### src/rtl/stream_burst_ctrl_if.sv
// Bundle of the stream_burst_ctrl side-band and output-stream signals.
//   last      : per-core "program finished" pulses (into the sequencer)
//   dst_ready : downstream TREADY (into the sequencer)
//   dst_valid : TVALID, dst_last : TLAST
//   stream_v  : read strobe to the core-array result port, stream_i : its index
//   busy      : sequencer has work in flight, overflow : sticky dropped-trigger flag
// master = sequencer side, slave = environment side.
interface stream_burst_ctrl_if #(
    parameter int unsigned CORENUM = 16,
    parameter int unsigned IW      = 3
);
    logic [CORENUM-1:0] last;
    logic               dst_ready;
    logic               dst_valid;
    logic               dst_last;
    logic               stream_v;
    logic [IW-1:0]      stream_i;
    logic               busy;
    logic               overflow;

    modport master (
        input  last, dst_ready,
        output dst_valid, dst_last, stream_v, stream_i, busy, overflow
    );

    modport slave (
        output last, dst_ready,
        input  dst_valid, dst_last, stream_v, stream_i, busy, overflow
    );
endinterface

### src/rtl/stream_burst_ctrl.sv
// Output-stream sequencer between the core array and the AXI4-Stream master.
// Collects per-core completion pulses (ANY or ALL mode), delays each trigger
// through a settle pipe so in-flight core stores land, queues settled triggers
// in a pending counter and replays each one as a BEATS-long indexed read burst
// under dst_ready backpressure.
// Ports:
//   clk, rst : clock, synchronous active-high reset
//   bus      : stream_burst_ctrl_if.master (last, dst_ready in; dst_valid,
//              dst_last, stream_v (combinational), stream_i, busy, overflow out)
module stream_burst_ctrl #(
    parameter int unsigned CORENUM    = 16,
    parameter int unsigned SETTLE     = 2,
    parameter int unsigned BEATS      = 8,
    parameter int unsigned IW         = $clog2(BEATS),
    parameter int unsigned MODE_ALL   = 0,
    parameter int unsigned PEND_DEPTH = 4
) (
    input  logic                clk,
    input  logic                rst,
    stream_burst_ctrl_if.master bus
);

    localparam int unsigned PW       = $clog2(PEND_DEPTH + 1);
    localparam logic [IW-1:0] LAST_IDX = IW'(BEATS - 1);
    localparam logic [PW-1:0] PEND_MAX = PW'(PEND_DEPTH);

    typedef enum logic {
        S_IDLE   = 1'b0,
        S_STREAM = 1'b1
    } state_e;

    logic [CORENUM-1:0] mask_q, mask_d, mask_or;
    logic               trig;
    logic [SETTLE-1:0]  pipe_q, pipe_d;
    logic               st;
    logic [PW-1:0]      pend_q, pend_d;
    logic               ovf_q, ovf_d;
    state_e             state_q, state_d;
    logic [IW-1:0]      idx_q, idx_d;
    logic               stream_v_c;
    logic               burst_end_c;
    logic               dst_valid_q, dst_valid_d;
    logic               dst_last_q, dst_last_d;
    logic               busy_q, busy_d;

    // Trigger generation; in ALL mode the bits arriving in the firing cycle
    // are consumed along with the mask.
    always_comb begin
        mask_or = mask_q | bus.last;
        mask_d  = '0;
        trig    = 1'b0;
        if (MODE_ALL != 0) begin
            trig   = &mask_or;
            mask_d = trig ? '0 : mask_or;
        end else begin
            trig   = |bus.last;
        end
    end

    // Settle shift register; stage SETTLE-1 is the settled trigger.
    always_comb begin
        pipe_d    = '0;
        pipe_d[0] = trig;
        for (int unsigned i = 1; i < SETTLE; i++) begin
            pipe_d[i] = pipe_q[i-1];
        end
    end

    assign st          = pipe_q[SETTLE-1];
    assign stream_v_c  = (state_q == S_STREAM) && bus.dst_ready;
    assign burst_end_c = stream_v_c && (idx_q == LAST_IDX);

    // Pending-burst counter; a settled trigger into a full queue is dropped.
    always_comb begin
        pend_d = pend_q;
        ovf_d  = ovf_q;
        case ({st, burst_end_c})
            2'b10: begin
                if (pend_q == PEND_MAX) begin
                    ovf_d = 1'b1;
                end else begin
                    pend_d = pend_q + PW'(1);
                end
            end
            2'b01:   pend_d = pend_q - PW'(1);
            default: pend_d = pend_q;
        endcase
    end

    // Burst FSM: next state, read index and registered stream outputs.
    always_comb begin
        state_d     = state_q;
        idx_d       = idx_q;
        dst_valid_d = dst_valid_q;
        dst_last_d  = dst_last_q;
        busy_d      = (|pipe_q) || (pend_q != '0) || (state_q == S_STREAM);

        case (state_q)
            S_IDLE: begin
                idx_d = '0;
                if (pend_q != '0) begin
                    state_d = S_STREAM;
                end
            end
            S_STREAM: begin
                if (stream_v_c) begin
                    if (idx_q == LAST_IDX) begin
                        idx_d = '0;
                        // back-to-back bursts continue without a bubble
                        if (pend_d == '0) begin
                            state_d = S_IDLE;
                        end
                    end else begin
                        idx_d = idx_q + IW'(1);
                    end
                end
            end
            default: begin
                state_d = S_IDLE;
                idx_d   = '0;
            end
        endcase

        // Presented beat stays frozen until the sink is ready.
        if (bus.dst_ready) begin
            dst_valid_d = stream_v_c;
            dst_last_d  = burst_end_c;
        end
    end

    // State registers.
    always_ff @(posedge clk) begin
        if (rst) begin
            mask_q      <= '0;
            pipe_q      <= '0;
            pend_q      <= '0;
            ovf_q       <= 1'b0;
            state_q     <= S_IDLE;
            idx_q       <= '0;
            dst_valid_q <= 1'b0;
            dst_last_q  <= 1'b0;
            busy_q      <= 1'b0;
        end else begin
            mask_q      <= mask_d;
            pipe_q      <= pipe_d;
            pend_q      <= pend_d;
            ovf_q       <= ovf_d;
            state_q     <= state_d;
            idx_q       <= idx_d;
            dst_valid_q <= dst_valid_d;
            dst_last_q  <= dst_last_d;
            busy_q      <= busy_d;
        end
    end

    assign bus.dst_valid = dst_valid_q;
    assign bus.dst_last  = dst_last_q;
    assign bus.stream_v  = stream_v_c;
    assign bus.stream_i  = idx_q;
    assign bus.busy      = busy_q;
    assign bus.overflow  = ovf_q;

endmodule

### src/flat_wrapper.sv
// flat-port wrapper written by rule: the top's interface ports become plain ports
module stream_burst_ctrl_flat 
#(
    parameter int unsigned CORENUM    = 16,
    parameter int unsigned SETTLE     = 2,
    parameter int unsigned BEATS      = 8,
    parameter int unsigned IW         = $clog2(BEATS),
    parameter int unsigned MODE_ALL   = 0,
    parameter int unsigned PEND_DEPTH = 4
)
  (clk, rst, bus_last, bus_dst_ready, bus_dst_valid, bus_dst_last, bus_stream_v, bus_stream_i, bus_busy, bus_overflow);
  stream_burst_ctrl_if #(.CORENUM(CORENUM), .IW(IW)) bus_i ();
  input  logic clk;
  input  logic rst;
  input wire logic [$bits(bus_i.last)-1:0] bus_last;
  input wire logic [$bits(bus_i.dst_ready)-1:0] bus_dst_ready;
  output wire logic [$bits(bus_i.dst_valid)-1:0] bus_dst_valid;
  output wire logic [$bits(bus_i.dst_last)-1:0] bus_dst_last;
  output wire logic [$bits(bus_i.stream_v)-1:0] bus_stream_v;
  output wire logic [$bits(bus_i.stream_i)-1:0] bus_stream_i;
  output wire logic [$bits(bus_i.busy)-1:0] bus_busy;
  output wire logic [$bits(bus_i.overflow)-1:0] bus_overflow;
  assign bus_i.last = bus_last;
  assign bus_i.dst_ready = bus_dst_ready;
  assign bus_dst_valid = bus_i.dst_valid;
  assign bus_dst_last = bus_i.dst_last;
  assign bus_stream_v = bus_i.stream_v;
  assign bus_stream_i = bus_i.stream_i;
  assign bus_busy = bus_i.busy;
  assign bus_overflow = bus_i.overflow;
  stream_burst_ctrl #(.CORENUM(CORENUM), .SETTLE(SETTLE), .BEATS(BEATS), .IW(IW), .MODE_ALL(MODE_ALL), .PEND_DEPTH(PEND_DEPTH)) u_core (.clk(clk), .rst(rst), .bus(bus_i));
endmodule
### config.mk
export PLATFORM = sky130hd
export DESIGN_NAME = stream_burst_ctrl_flat
export DESIGN_NICKNAME = d
export VERILOG_FILES = /design/src/rtl/stream_burst_ctrl_if.sv /design/src/rtl/stream_burst_ctrl.sv /design/src/flat_wrapper.sv
export SDC_FILE = /design/constraint.sdc
export NUM_CORES = 1
export LEC_CHECK = 0
export ABC_AREA = 1
export BUFFER_PORTS_ARGS = -buffer_cell sky130_fd_sc_hd__buf_2
export CAP_MARGIN = 20
export CORE_UTILIZATION = 40
export DETAILED_ROUTE_END_ITERATION = 16
export GPL_TIMING_DRIVEN = 0
export PLACE_DENSITY = 0.68
export SLEW_MARGIN = 20
export SYNTH_ARGS = -nofsm -noshare
export SYNTH_HDL_FRONTEND = slang
export SYNTH_SLANG_ARGS = --single-unit
### constraint.sdc
create_clock -name clk -period 3.5 [get_ports clk]
set_input_delay 0.525 -clock clk [delete_from_list [all_inputs] [get_ports clk]]
set_output_delay 0.525 -clock clk [all_outputs]
set_load 0.05 [all_outputs]
==> out/qor.csv, run 1 <==
metric;value;unit
status;finished clean;
Post-DP HPWL;1043;um
final setup fails;0;
First-pass DRT Iterations;4;
hold_buf cts;0;
worst setup margin;1.547;ns
Max Buffers Root-to-Sink;2;
Max Clk Rate;512.1;MHz
Yosys reg bits;13;
relative slew slack;70.61;%
area leader, netlist;dfxtp_1;
CORE AREA;0.001541;mm^2
delay-heaviest family, CP;adder cells;
WL/cell;8.951;um
PortBufs;26;
Layout Area Growth over Synthesis;25.87;%
pre-CTS setup slack;1.614;ns
number of synthesized flops with an enable pin;0;
chip height;43.29;um
prevailing post-synth register cell;dfxtp_1;
H-tree lvl count;1;
Pwr per Cell Area;349.9;mW/mm^2
Post-Syn Area per Cell;6.958;um^2
clock latency on the worst-skew pair;0.27;ns
first-pass GRT wire length;2339;um
share of the synthesized area in the top cell type;38.17;%
row count;14;
WP data arrival;2.12;ns
WHS Path Cells;2;
Worst path depth;12;
crit-path max FO;4;
root buffer cell;clkbuf_4;
Die ar.;0.001874;mm^2
layout cells sized above 1;24.22;%
CTS buffer count;3;
first-iteration detailed-routing DRC count;12;
R2R depth;12;
Hold Vio Cnt, Final;0;
CP Data Required Time;3.66;ns
Max Cap Violations;0;
GPL Wtd Cong;0.7759;
synthesized net count;124;
ANT cells;0;
synth cell count leaders;nand2_1, inv_1, nor2_1;
final net count;155;
worst path bufs/invs;3;
Pleak;0.4505;nW
final WL;1289;um
Starting Density;44.24;%
RSZ-0062 raised after global routing;no;
Clock Skews;0.0009712;ns
Final Power;300.3;uW
Yosys warnings;0;
Final period util;55.79;%
initial antenna violation count;0;
Async SR Flop Fraction;0;%
cts repair resizes;0;
vias in the first global route;612;
Seq/Total Area, Yosys;38.17;%
Crit Path Class;flip-flop to flip-flop;
synth top area cells;dfxtp_1, ha_1, nand2_1;
vias;666;
WHS;0.4376;ns
Post-CTS Setup Bufs;0;
Sinks on Clock Net;13;
Setup crit end kind;flip-flop;
Slew Viols, Final;0;
Worst-path clk slew;0.08;ns
slowest CP cell;dfxtp_1;
Distinct cells, synth;15;
setup TNS;0;ns
post-route minimum period;1.953;ns
CP cell instances;ha_1 > ha_1 > inv_1 > nor2_2 > inv_1 > ha_1 > inv_1 > nand2_1 > nand2_1 > nand2_1 > nor2_1 > a21oi_1;
min-delay worst type;flip-flop to flip-flop;
gate count of the mapped netlist;98;
Setup crit start kind;flip-flop;
Worst path max stage delay;0.37;ns
Slew @ Worst Pin;0.4409;ns
Final ANT Viol Nets;0;
most numerous cell in the Yosys netlist;nand2_1;
largest net degree at the start of global routing;11;
Total GRT Usage;16.75;%
num ports;27;
VDD IR max;0.1919;mV
Post-route DRC;0;
CTS tree;yes;
vias per inst;4.625;
post-synthesis instance area;681.9;um^2
Horiz. Die Dim;43.29;um
GRT overflow;0;
-- flip-flops by register name, summed over array words and instances, names as in the netlist --
register and count:
u_core.bus.busy 1, u_core.bus.dst_last 1, u_core.pend_q 3, u_core.bus.overflow 1, u_core.bus.stream_i 3, u_core.bus.dst_valid 1, u_core.state_q 1, u_core.pipe_q 2
-- cell usage in the layout, fill, tap and decap left out --
master / count
a31oi_1: 1
nand3_1: 8
a211oi_1: 1
buf_2: 26
nand2_1: 20
nand4_1: 2
clkbuf_4: 3
clkbuf_1: 1
buf_1: 1
inv_1: 16
nand2_2: 1
nor3_1: 1
dfxtp_1: 13
ha_1: 7
nor2_2: 1
a21oi_1: 9
or2_1: 1
nor2_1: 16
-- metrics by stage --
step	utilization [%]	cell area [um^2]	std cells
after floorplan	-	681.9	98
after global placement	53.98	832.0	140
after detailed placement	53.98	832.0	140
after CTS	55.68	858.3	144
after global routing	55.68	858.3	144
final	55.68	858.3	144
-- area by class of cell --
class | instances | area, um^2
Clock buffer | 4 | 26.28
Fill cell | 155 | 683.2
Timing Repair Buffer | 26 | 130.1
Sequential cell | 13 | 260.3
Inverter | 16 | 60.06
Multi-Input combinational cell | 68 | 357.8
Tap cell | 16 | 20.02
Buffer | 1 | 3.754
-- layer usage --
| layer | GRT usage [%] | wire (um) | share of wire (%) | up-vias |
|---|---|---|---|---|
| li1 | - | - | - | 367 |
| met1 | 20.67 | 616 | 48 | 270 |
| met2 | 26.57 | 580 | 45 | 25 |
| met3 | 5.106 | 75 | 5.8 | 4 |
| met4 | 7.273 | 16 | 1.2 | 0 |
| met5 | 0 | 0 | 0 | - |
-- tightest hold or removal path: cells and delay by family, from the launching register on --
family                 cells  cell delay, ns
and+or+nand+nor            1            0.04
DFF                        1            0.30
buffers and inverters      1            0.06
-- cell families (layout without fill, tap and decap cells) --
kind of cell	after synthesis	after routing	synth area share (%)
simple gates	50	50	31.01
flops	13	13	38.17
fa+ha+maj	7	7	12.84
buf+inv	17	47	9.358
compound gates	11	11	8.624
-- power breakdown --
part | internal (mW) | switching (mW) | total, mW
Clock | 0.0442 | 0.0480 | 0.0922
Sequential | 0.154 | 0.00489 | 0.159
Combinational | 0.0186 | 0.0307 | 0.0494
-- worst paths after layout --
path,from,endpoint,slack [ns]
max,u_core.bus.stream_i[0],u_core.state_q,1.55
min,u_core.pipe_q[0],u_core.pipe_q[1],0.44
max reg2reg,u_core.bus.stream_i[0],u_core.state_q,1.55
min reg2reg,u_core.pipe_q[0],u_core.pipe_q[1],0.44
Note: power is estimated with default switching activity, not from simulation.
==> run 2, diff against run 1 <==
Clock period 3.5 ns to 2 ns, I/O delays scaled along.
==> run 2 against run 1 <==
Clock power grew 74%; core utilization rose by 0.97 points; count of clock-buffer cells in the layout did not move; largest cell class unchanged; routed wire length shrank 1.2%; sequential share of layout area down 0.23 points; maximum frequency is 9.7% higher; final cell count did not move; combinational power up 79%.
==> out/qor.csv, run 2 (synthesized netlist as in run 1, its figures left out) <==
metric;value;unit;change
Horiz. Die Dim;43.29;um;unchanged
largest net degree at the start of global routing;11;;unchanged
VDD IR max;0.3478;mV;+81%
final net count;155;;unchanged
vias in the first global route;597;;-2.5%
Clock Skews;0.001182;ns;+0.0002107 ns
worst path bufs/invs;3;;unchanged
Max Buffers Root-to-Sink;2;;unchanged
row count;14;;unchanged
R2R setup slack;0.22;ns;-1.33 ns
most common cell after layout, fill and taps aside;buf_2;;
post-route minimum period;1.780;ns;-0.1724 ns
Max Clk Rate;561.7;MHz;+9.7%
GPL Wtd Cong;0.7733;;-0.34%
vias;699;;+5.0%
clock latency on the worst-skew pair;0.27;ns;about the same
final setup fails;0;;unchanged
Post-CTS Setup Bufs;0;;unchanged
num ports;27;;unchanged
status;finished clean;;
Die ar.;0.001874;mm^2;unchanged
chip height;43.29;um;unchanged
Worst path max stage delay;0.35;ns;-0.02 ns
Slew Viols, Final;0;;unchanged
FF-to-FF Start;u_core.bus.stream_i[0];;
CP cell instances;ha_1 > ha_1 > inv_1 > nor2_2 > inv_1 > ha_4 > inv_2 > nand2_1 > nand2_1 > nand2_1 > nor2_1 > a21oi_1;;
Sinks on Clock Net;13;;unchanged
Final Power;527.7;uW;+76%
Final period util;89.02;%;+33 points
cts repair resizes;0;;unchanged
CTS tree;yes;;
delay-heaviest family, CP;adder cells;;
Pwr per Cell Area;604.3;mW/mm^2;+73%
Total GRT Usage;15.48;%;-1.3 points
Filler cells;157;;+1.3%
R2R depth;12;;unchanged
Setup crit end kind;flip-flop;;
Post-DP HPWL;1054;um;+1.1%
Setup crit start kind;flip-flop;;
setup TNS;0;ns;unchanged
RSZ-0062 raised after global routing;no;;
GRT overflow;0;;unchanged
Worst-path clk slew;0.08;ns;about the same
ANT cells;0;;unchanged
WL/cell;8.847;um;-1.2%
layout cells sized above 1;27.34;%;+3.1 points
first-pass GRT wire length;2208;um;-5.6%
hold path start;rst;;
WP data arrival;1.94;ns;-0.18 ns
first-iteration detailed-routing DRC count;7;;-5
Max Cap Violations;0;;unchanged
Layout Area Growth over Synthesis;28.07;%;
crit-path max FO;4;;unchanged
CTS buffer count;3;;unchanged
root buffer cell;clkbuf_4;;
slowest CP cell;dfxtp_2;;
H-tree lvl count;1;;unchanged
min-delay worst type;input port to flip-flop;;
Hold Vio Cnt, Final;0;;unchanged
CP Data Required Time;2.16;ns;-1.50 ns
relative slew slack;70.24;%;-0.37 points
Post-route DRC;0;;unchanged
most frequent cells in the layout;buf_2, nand2_1, nor2_1, inv_1, dfxtp_1;;
multi-input combinational cell area;370.4;um^2;+3.5%
final WL;1274;um;-1.2%
Worst Hold End;u_core.bus.stream_i[0];;
Starting Density;44.24;%;unchanged
Final ANT Viol Nets;0;;unchanged
Reg area;262.8;um^2;+0.96%
WHS Path Cells;2;;unchanged
Slew @ Worst Pin;0.4464;ns;+0.005582 ns
hold_buf cts;0;;unchanged
PortBufs;26;;unchanged
Pleak;0.4507;nW;about the same
r2r endpoint;u_core.state_q;;
CORE AREA;0.001541;mm^2;unchanged
Crit Path Class;flip-flop to flip-flop;;
First-pass DRT Iterations;2;;-2
vias per inst;4.854;;+5.0%
initial antenna violation count;0;;unchanged
most used cell, CP;nand2_1;;
==> run 2: cell type report <==
| type | instances | share of cell area, % |
|---|---|---|
| Sequential cell | 13 | 30.09 |
| Multi-Input combinational cell | 68 | 42.41 |
| Buffer | 1 | 0.4298 |
| Timing Repair Buffer | 26 | 14.90 |
| Tap cell | 16 | 2.292 |
| Clock buffer | 4 | 3.009 |
| Inverter | 16 | 6.877 |
==> run 2: per-layer routing <==
layer	vias to the layer above	part of all wire [%]	global-route usage [%]
met4	0	0	6.061
li1	368	-	-
met3	0	5.9	5.106
met1	307	48	18.70
met5	-	0	0
met2	24	46	25.07
==> run 2: where the power goes <==
| part | internal (mW) | leakage (nW) | switching (mW) | total, mW |
|---|---|---|---|---|
| clock network | 0.0771 | 0.0150 | 0.0832 | 0.160 |
| logic | 0.0347 | 0.328 | 0.0537 | 0.0883 |
| registers | 0.270 | 0.107 | 0.00943 | 0.279 |
==> run 2: how the worst max path moves through the flow <==
| stage | startpoint | cells past startpoint | slack, ns | endpoint |
|---|---|---|---|---|
| finish | u_core.bus.stream_i[0] | 12 | 0.22 | u_core.state_q |
| global route | u_core.bus.stream_i[0] | 12 | 0.03 | u_core.state_q |
| CTS | u_core.bus.stream_i[0] | 12 | 0.1 | u_core.state_q |
| detailed placement | u_core.bus.stream_i[0] | 12 | 0.11 | u_core.state_q |
| global placement | u_core.bus.stream_i[0] | 12 | 0.14 | u_core.state_q |
| floorplan | u_core.bus.stream_i[2] | 11 | 0.07 | u_core.state_q |
==> run 2: per-stage QoR <==
stage / instances / setup slack, ns / hold WS (ns) / area, um^2 / utilization (%)
6_report: 144 / 0.2196 / 0.2200 / 873.3 / 56.66
5_1_grt: 144 / 0.03106 / 0.2280 / 873.3 / 56.66
4_1_cts: 144 / 0.09667 / 0.2144 / 860.8 / 55.84
3_5_place_dp: 140 / 0.1116 / 0.4373 / 834.6 / 54.14
3_3_place_gp: 140 / 0.1373 / 0.4245 / 834.6 / 54.14
2_1_floorplan: 98 / 0.07151 / 0.3694 / 684.4 / -
